==> src/rtl/instr_loader_pkg.sv <==
// Shared definitions for the instruction loader, instruction memory and debug unit.
// Holds the loader FSM encoding, default memory geometry and the HALT terminator.
package instr_loader_pkg;

   typedef enum logic [2:0] {
      StIdle,
      StRecv,
      StWrite,
      StChk,
      StDone
   } loader_state_e;

   localparam int unsigned MemDepthDefault = 32;
   localparam logic [31:0] HaltWordDefault = 32'hFFFF_FFFF;

   // Never returns 0 so that a one-word memory still gets a legal address vector.
   function automatic int unsigned addr_width(input int unsigned depth);
      return (depth > 1) ? $clog2(depth) : 1;
   endfunction

   localparam int unsigned ImAddrW = addr_width(MemDepthDefault);

endpackage

==> src/rtl/instr_loader_byte_assembler.sv <==
// Collects bytes MSB-first into a 32-bit word; word_valid pulses combinationally
// in the cycle the 4th byte is accepted, with word already holding the full value.
module instr_loader_byte_assembler (
   input  logic        clk,
   input  logic        rst,
   input  logic        clear,
   input  logic        accept,
   input  logic [7:0]  rx_byte,
   output logic [31:0] word,
   output logic        word_valid
);

   logic [23:0] shift_q;
   logic [1:0]  cnt_q;

   always_ff @(posedge clk or negedge rst) begin
      if (!rst) begin
         shift_q <= '0;
         cnt_q   <= '0;
      end else if (clear) begin
         shift_q <= '0;
         cnt_q   <= '0;
      end else if (accept) begin
         shift_q <= {shift_q[15:0], rx_byte};
         cnt_q   <= cnt_q + 2'd1;
      end
   end

   assign word       = {shift_q, rx_byte};
   assign word_valid = accept && (cnt_q == 2'd3);

endmodule

==> src/rtl/instr_loader.sv <==
// Loads UART bytes as 32-bit words into instruction memory until HALT or memory full.
// Optional trailing checksum byte enabled with `define LOADER_CHKSUM_EN.
module instr_loader
   import instr_loader_pkg::*;
#(
   parameter int unsigned MEM_DEPTH = MemDepthDefault,
   parameter logic [31:0] HALT_WORD = HaltWordDefault
) (
   input  logic        clk,
   input  logic        rst,
   input  logic        load_start,
   input  logic        rx_valid,
   input  logic [7:0]  rx_byte,
   output logic        wr_instruction,
   output logic [31:0] data_instruction,
   output logic [31:0] wr_addr,
   output logic        load_busy,
   output logic        load_done,
   output logic        overflow,
   output logic        chk_err
);

   localparam int unsigned AddrW = addr_width(MEM_DEPTH);
   localparam logic [AddrW-1:0] LastAddr = AddrW'(MEM_DEPTH - 1);

   loader_state_e    state_q;
   logic [AddrW-1:0] addr_q;
   logic [AddrW-1:0] wr_addr_q;
   logic [31:0]      word;
   logic             word_valid;
   logic             accept;
   logic             start;
   logic             final_word;

   assign start      = load_start && ((state_q == StIdle) || (state_q == StDone));
   assign final_word = (data_instruction == HALT_WORD) || (addr_q == LastAddr);
   // A byte arriving during WRITE opens the next word unless this word ends the load.
   assign accept     = rx_valid &&
                       ((state_q == StRecv) || ((state_q == StWrite) && !final_word));
   assign wr_addr    = {{(32 - AddrW){1'b0}}, wr_addr_q};

   instr_loader_byte_assembler u_byte_assembler (
      .clk        (clk),
      .rst        (rst),
      .clear      (start),
      .accept     (accept),
      .rx_byte    (rx_byte),
      .word       (word),
      .word_valid (word_valid)
   );

`ifdef LOADER_CHKSUM_EN
   logic [7:0] chksum_q;

   always_ff @(posedge clk or negedge rst) begin
      if (!rst) begin
         chksum_q <= '0;
      end else if (start) begin
         chksum_q <= '0;
      end else if (accept) begin
         chksum_q <= chksum_q ^ rx_byte;
      end
   end
`else
   assign chk_err = 1'b0;
`endif

   always_ff @(posedge clk or negedge rst) begin
      if (!rst) begin
         state_q          <= StIdle;
         addr_q           <= '0;
         wr_addr_q        <= '0;
         wr_instruction   <= 1'b0;
         data_instruction <= '0;
         load_busy        <= 1'b0;
         load_done        <= 1'b0;
         overflow         <= 1'b0;
`ifdef LOADER_CHKSUM_EN
         chk_err          <= 1'b0;
`endif
      end else begin
         wr_instruction <= 1'b0;
         unique case (state_q)
            StIdle, StDone: begin
               if (start) begin
                  state_q   <= StRecv;
                  addr_q    <= '0;
                  load_busy <= 1'b1;
                  load_done <= 1'b0;
                  overflow  <= 1'b0;
`ifdef LOADER_CHKSUM_EN
                  chk_err   <= 1'b0;
`endif
               end
            end
            StRecv: begin
               if (word_valid) begin
                  state_q          <= StWrite;
                  wr_instruction   <= 1'b1;
                  data_instruction <= word;
                  wr_addr_q        <= addr_q;
               end
            end
            StWrite: begin
               if (data_instruction == HALT_WORD) begin
`ifdef LOADER_CHKSUM_EN
                  if (rx_valid) begin
                     chk_err   <= (rx_byte != chksum_q);
                     state_q   <= StDone;
                     load_busy <= 1'b0;
                     load_done <= 1'b1;
                  end else begin
                     state_q <= StChk;
                  end
`else
                  state_q   <= StDone;
                  load_busy <= 1'b0;
                  load_done <= 1'b1;
`endif
               end else if (addr_q == LastAddr) begin
                  state_q   <= StDone;
                  load_busy <= 1'b0;
                  load_done <= 1'b1;
                  overflow  <= 1'b1;
               end else begin
                  addr_q  <= addr_q + 1'b1;
                  state_q <= StRecv;
               end
            end
`ifdef LOADER_CHKSUM_EN
            StChk: begin
               if (rx_valid) begin
                  chk_err   <= (rx_byte != chksum_q);
                  state_q   <= StDone;
                  load_busy <= 1'b0;
                  load_done <= 1'b1;
               end
            end
`endif
            default: state_q <= StIdle;
         endcase
      end
   end

endmodule

==> config.mk <==
export PLATFORM = sky130hd
export DESIGN_NAME = instr_loader
export DESIGN_NICKNAME = d
export VERILOG_FILES = /design/src/rtl/instr_loader_pkg.sv /design/src/rtl/instr_loader_byte_assembler.sv /design/src/rtl/instr_loader.sv
export SDC_FILE = /design/constraint.sdc
export NUM_CORES = 1
export LEC_CHECK = 0
export ABC_CLOCK_PERIOD_IN_PS = 3200
export CAP_MARGIN = 20
export CORE_MARGIN = 3
export CORE_UTILIZATION = 50
export CTS_CLUSTER_SIZE = 10
export DETAILED_ROUTE_END_ITERATION = 16
export PLACE_DENSITY_LB_ADDON = 0.15
export SETUP_SLACK_MARGIN = 0.05
export SYNTH_ARGS = -nofsm -noshare
export SYNTH_HDL_FRONTEND = slang
export SYNTH_HIERARCHICAL = 1
export SYNTH_SLANG_ARGS = --single-unit
==> constraint.sdc <==
create_clock -name clk -period 3.2 [get_ports clk]
set_clock_uncertainty 0.15 [all_clocks]
set_input_delay 0.32 -clock clk [delete_from_list [all_inputs] [get_ports clk]]
set_output_delay 0.32 -clock clk [all_outputs]
set_load 0.02 [all_outputs]
==> results.yml <==
power_and_ir_drop:
  power.density_cell_area_mw_per_mm2: 907
  irDropWorstVdd_mv: 0.481
  leakagePower_uw: 0.00192
timing:
  grt_setup_unrepaired: "false"
  hold_violations: 75
  actual_transition_at_the_worst_max_transition_pin_ns: 0.922
  final.hold.worst_slack_ns: -0.0375
  slew-limit-headroom: 0.385
  worst_slack_ns: 0.383
  final.setup.tns_ns: 0
  timing.final.max_slew_violations: 0
  max_freq_mhz: 355
  period_minus_slack_ns: 2.82
  final.period_utilization: 0.880
  final_setup_violations: 0
floorplan:
  core-area_mm2: 0.00646
  boundaryPins: 81
  rows: 29
  fp.dieW_um: 88.5
  die-height_um: 88.5
  initial_utilization: 0.527
  die-area_mm2: 0.00783
final_layout:
  insertedDiodeCount: 0
  nFillCells: 528
  post_layout_instance_count_excluding_filler_cells: 392
  syn_to_final_growth_pct: 17.6
  finish.net_count: 325
  final_util: 0.620
  share_of_layout_cells_above_drive_strength_1: 0.181
worst_setup_path:
  worst-path-buf-inv: 1
  crit_path_max_fanout: 28
  timing_worst_setup_path_type: "flop to flop"
  crit_path_cell_trace: "ha_1, and3_1, ha_1, a21oi_2, nand3b_1, a21oi_4, and2_1, nor3b_4, buf_12, mux2_2"
  endpoint_kind: "flop"
  data_arrival_time_of_the_critical_path_ns: 2.89
  reg2reg_setup_slack_ns: 0.38
  cell_occurring_most_often_along_the_worst_timing_path: "sky130_fd_sc_hd__ha_1"
  critical_path.reg2reg.startpoint: "addr_q[0]"
  critical_path_depth: 10
  worst_path_max_delay_cell: "sky130_fd_sc_hd__dfrtp_1"
  crit-reg2reg-capture: "data_instruction[16]"
  cp_slowest_stage_delay_ns: 0.42
  endpoint: "data_instruction[16]"
  rr_worst_depth: 10
  worstSetupStartpoint: "addr_q[0]"
  cpLargestDelayFamily: "simple AND/OR/NAND/NOR gates"
  required_ns: 3.28
  critPathLaunchType: "flop"
clock_tree:
  cts_resized: 0
  tritoncts.num_buffers: 9
  clockBufferDepth: 2
  clock-sinks: 75
  tritoncts: "built"
  cts_hold_buffers: 0
  postCtsSetupRepairBufs: 0
  root_buffer: "sky130_fd_sc_hd__clkbuf_8"
  clock_insertion_delay_worst_skew_ns: 0.34
  worst_setup_hold_path_clk_slew_ns: 0.08
  htreeDepth: 3
placement:
  routabilityCongestion: 0.765
  place_worst_setup_slack_ns: 0.386
  placed_cells_incl_taps: 376
  buffer_ports.inserted: 52
  hpwlAfterDp_um: 4240
routing:
  wl_per_cell_um: 16.0
  detail_route.wirelength_um: 6270
  route.detailed.vias_per_inst: 5.16
  via_count: 2023
  post_route_drc_violation_count: 0
  drt_pass1_iterations: 4
  drt_first_iter_violations: 63
  antenna_violating_nets_post_route: 0
synthesis:
  share_of_the_yosys_chip_area_belonging_to_registers: 0.552
  post_syn_area_per_cell_um2: 13.0
  yosys_warnings: 6
  netlist_area_mm2: 0.00340
  ys_dominant_reg_cell: "sky130_fd_sc_hd__dfrtp_1"
  netlist.top_cell.by_area: "sky130_fd_sc_hd__dfrtp_1"
  synth_top_cells_by_area: "sky130_fd_sc_hd__dfrtp_1, sky130_fd_sc_hd__mux2_2, sky130_fd_sc_hd__mux2i_1, sky130_fd_sc_hd__buf_4, sky130_fd_sc_hd__nor2_1"
  post_synth_num_cell_types: 34
  postSynthRegisterBits: 75
  netlist_top_cells_count: "sky130_fd_sc_hd__dfrtp_1, sky130_fd_sc_hd__buf_4, sky130_fd_sc_hd__mux2i_1"
  postSynthCellCount: 262
  synth_enable_flop_cells: 0
  post-synth-top-count-cell: "sky130_fd_sc_hd__dfrtp_1"
  synth_largest_type_area_fraction: 0.552
  synth-async-reset-ratio: 1.00
grt:
  first_pass_grt_wire_length_um: 10300
  grt_start_max_net_pins: 76
  overall_routing_resource_usage: 0.177
  first_global_vias: 1969
  initial_antenna_violation_count: 0
  globalRouteOverflowTotal: 0
status:
  violated_checks: "hold timing"
  outcome: "finished with violations"
min_path:
  worstHoldPathType: "input pin to asynchronous set/reset pin"
job:
  timing.max_cap.violations: 0
[power by group]
group / internal [uW] / switching, uW / leakage (uW)
Clock: 365 / 365 / 0.0000962
Combinational: 666 / 654 / 0.000846
Sequential: 1300 / 280 / 0.000979
[cell usage in the layout, fill, tap and decap left out, drive strengths merged, types with 2 or more instances in the layout]
cell type      count
ha                 3
nor3b              3
nand2              8
clkinv             2
nor4               2
mux2i             30
conb              28
nand4              8
inv                6
mux2              37
clkbuf             9
clkinvlp           2
nand2b             2
clkdlybuf4s50     51
a21oi              2
buf                5
nor2              29
and3               3
dfrtp             75
[per-layer routing]
metal  vias up  GRT usage  wire (um)
met5         -          0          0
met4         0     0.0701         79
met3         9     0.0382        344
met2        73      0.267       2920
met1      1011      0.251       2930
li1        930          -          -
[logic make-up (layout without fill, tap and decap cells)]
kind of cell               after synthesis  count (layout)  synth area share
xor gates and xnor gates                 1               1           0.00257
muxes                                   67              67             0.211
DFF                                     75              75             0.552
other                                    1              28           0.00110
and+or+nand+nor                         59              59            0.0934
AOI/OAI and AO/OA                        6               6            0.0143
adders and majority gates                3               3            0.0110
buffers and inverters                   50              76             0.115
[state kept, by name, summed over array words and instances (netlist names)]
| signal | count |
|---|---|
| u_byte_assembler/shift_q | 24 |
| data_instruction | 32 |
| load_done | 1 |
| load_busy | 1 |
| wr_addr_q | 5 |
| addr_q | 5 |
| u_byte_assembler/cnt_q | 2 |
| state_q | 3 |
| overflow | 1 |
| wr_instruction | 1 |
[worst min path at each step]
stage	slack (ns)	to	cells after the start
3_3_place_gp	0.32	load_done	1
2_1_floorplan	-0.13	addr_q[0]	0
4_1_cts	0.001	wr_addr_q[0]	1
3_5_place_dp	0.32	load_done	1
5_1_grt	0.03	load_busy	1
6_report	-0.04	load_busy	1
[through the flow]
| step | total power [uW] | cell area [um^2] | hold WS, ns |
|---|---|---|---|
| 4_1_cts | 3670 | 4000 | 0.00102 |
| 5_1_grt | 3870 | 4000 | 0.0338 |
| 3_5_place_dp | 2930 | 3800 | 0.320 |
| 2_1_floorplan | 2380 | 3500 | -0.126 |
| 6_report | 3630 | 4000 | -0.0375 |
| 3_3_place_gp | 2900 | 3800 | 0.316 |
[final cells by class]
cell class,instances,area (um^2),share of cell area
Clock inverter,7,76.3,0.0191
Timing Repair Buffer,56,561,0.140
Clock buffer,9,124,0.0310
Multi-Input combinational cell,164,1250,0.313
Sequential cell,75,1880,0.469
Tap cell,77,96.3,0.0241
Inverter,4,15.0,0.00375
Note: power is estimated with default switching activity, not from simulation.
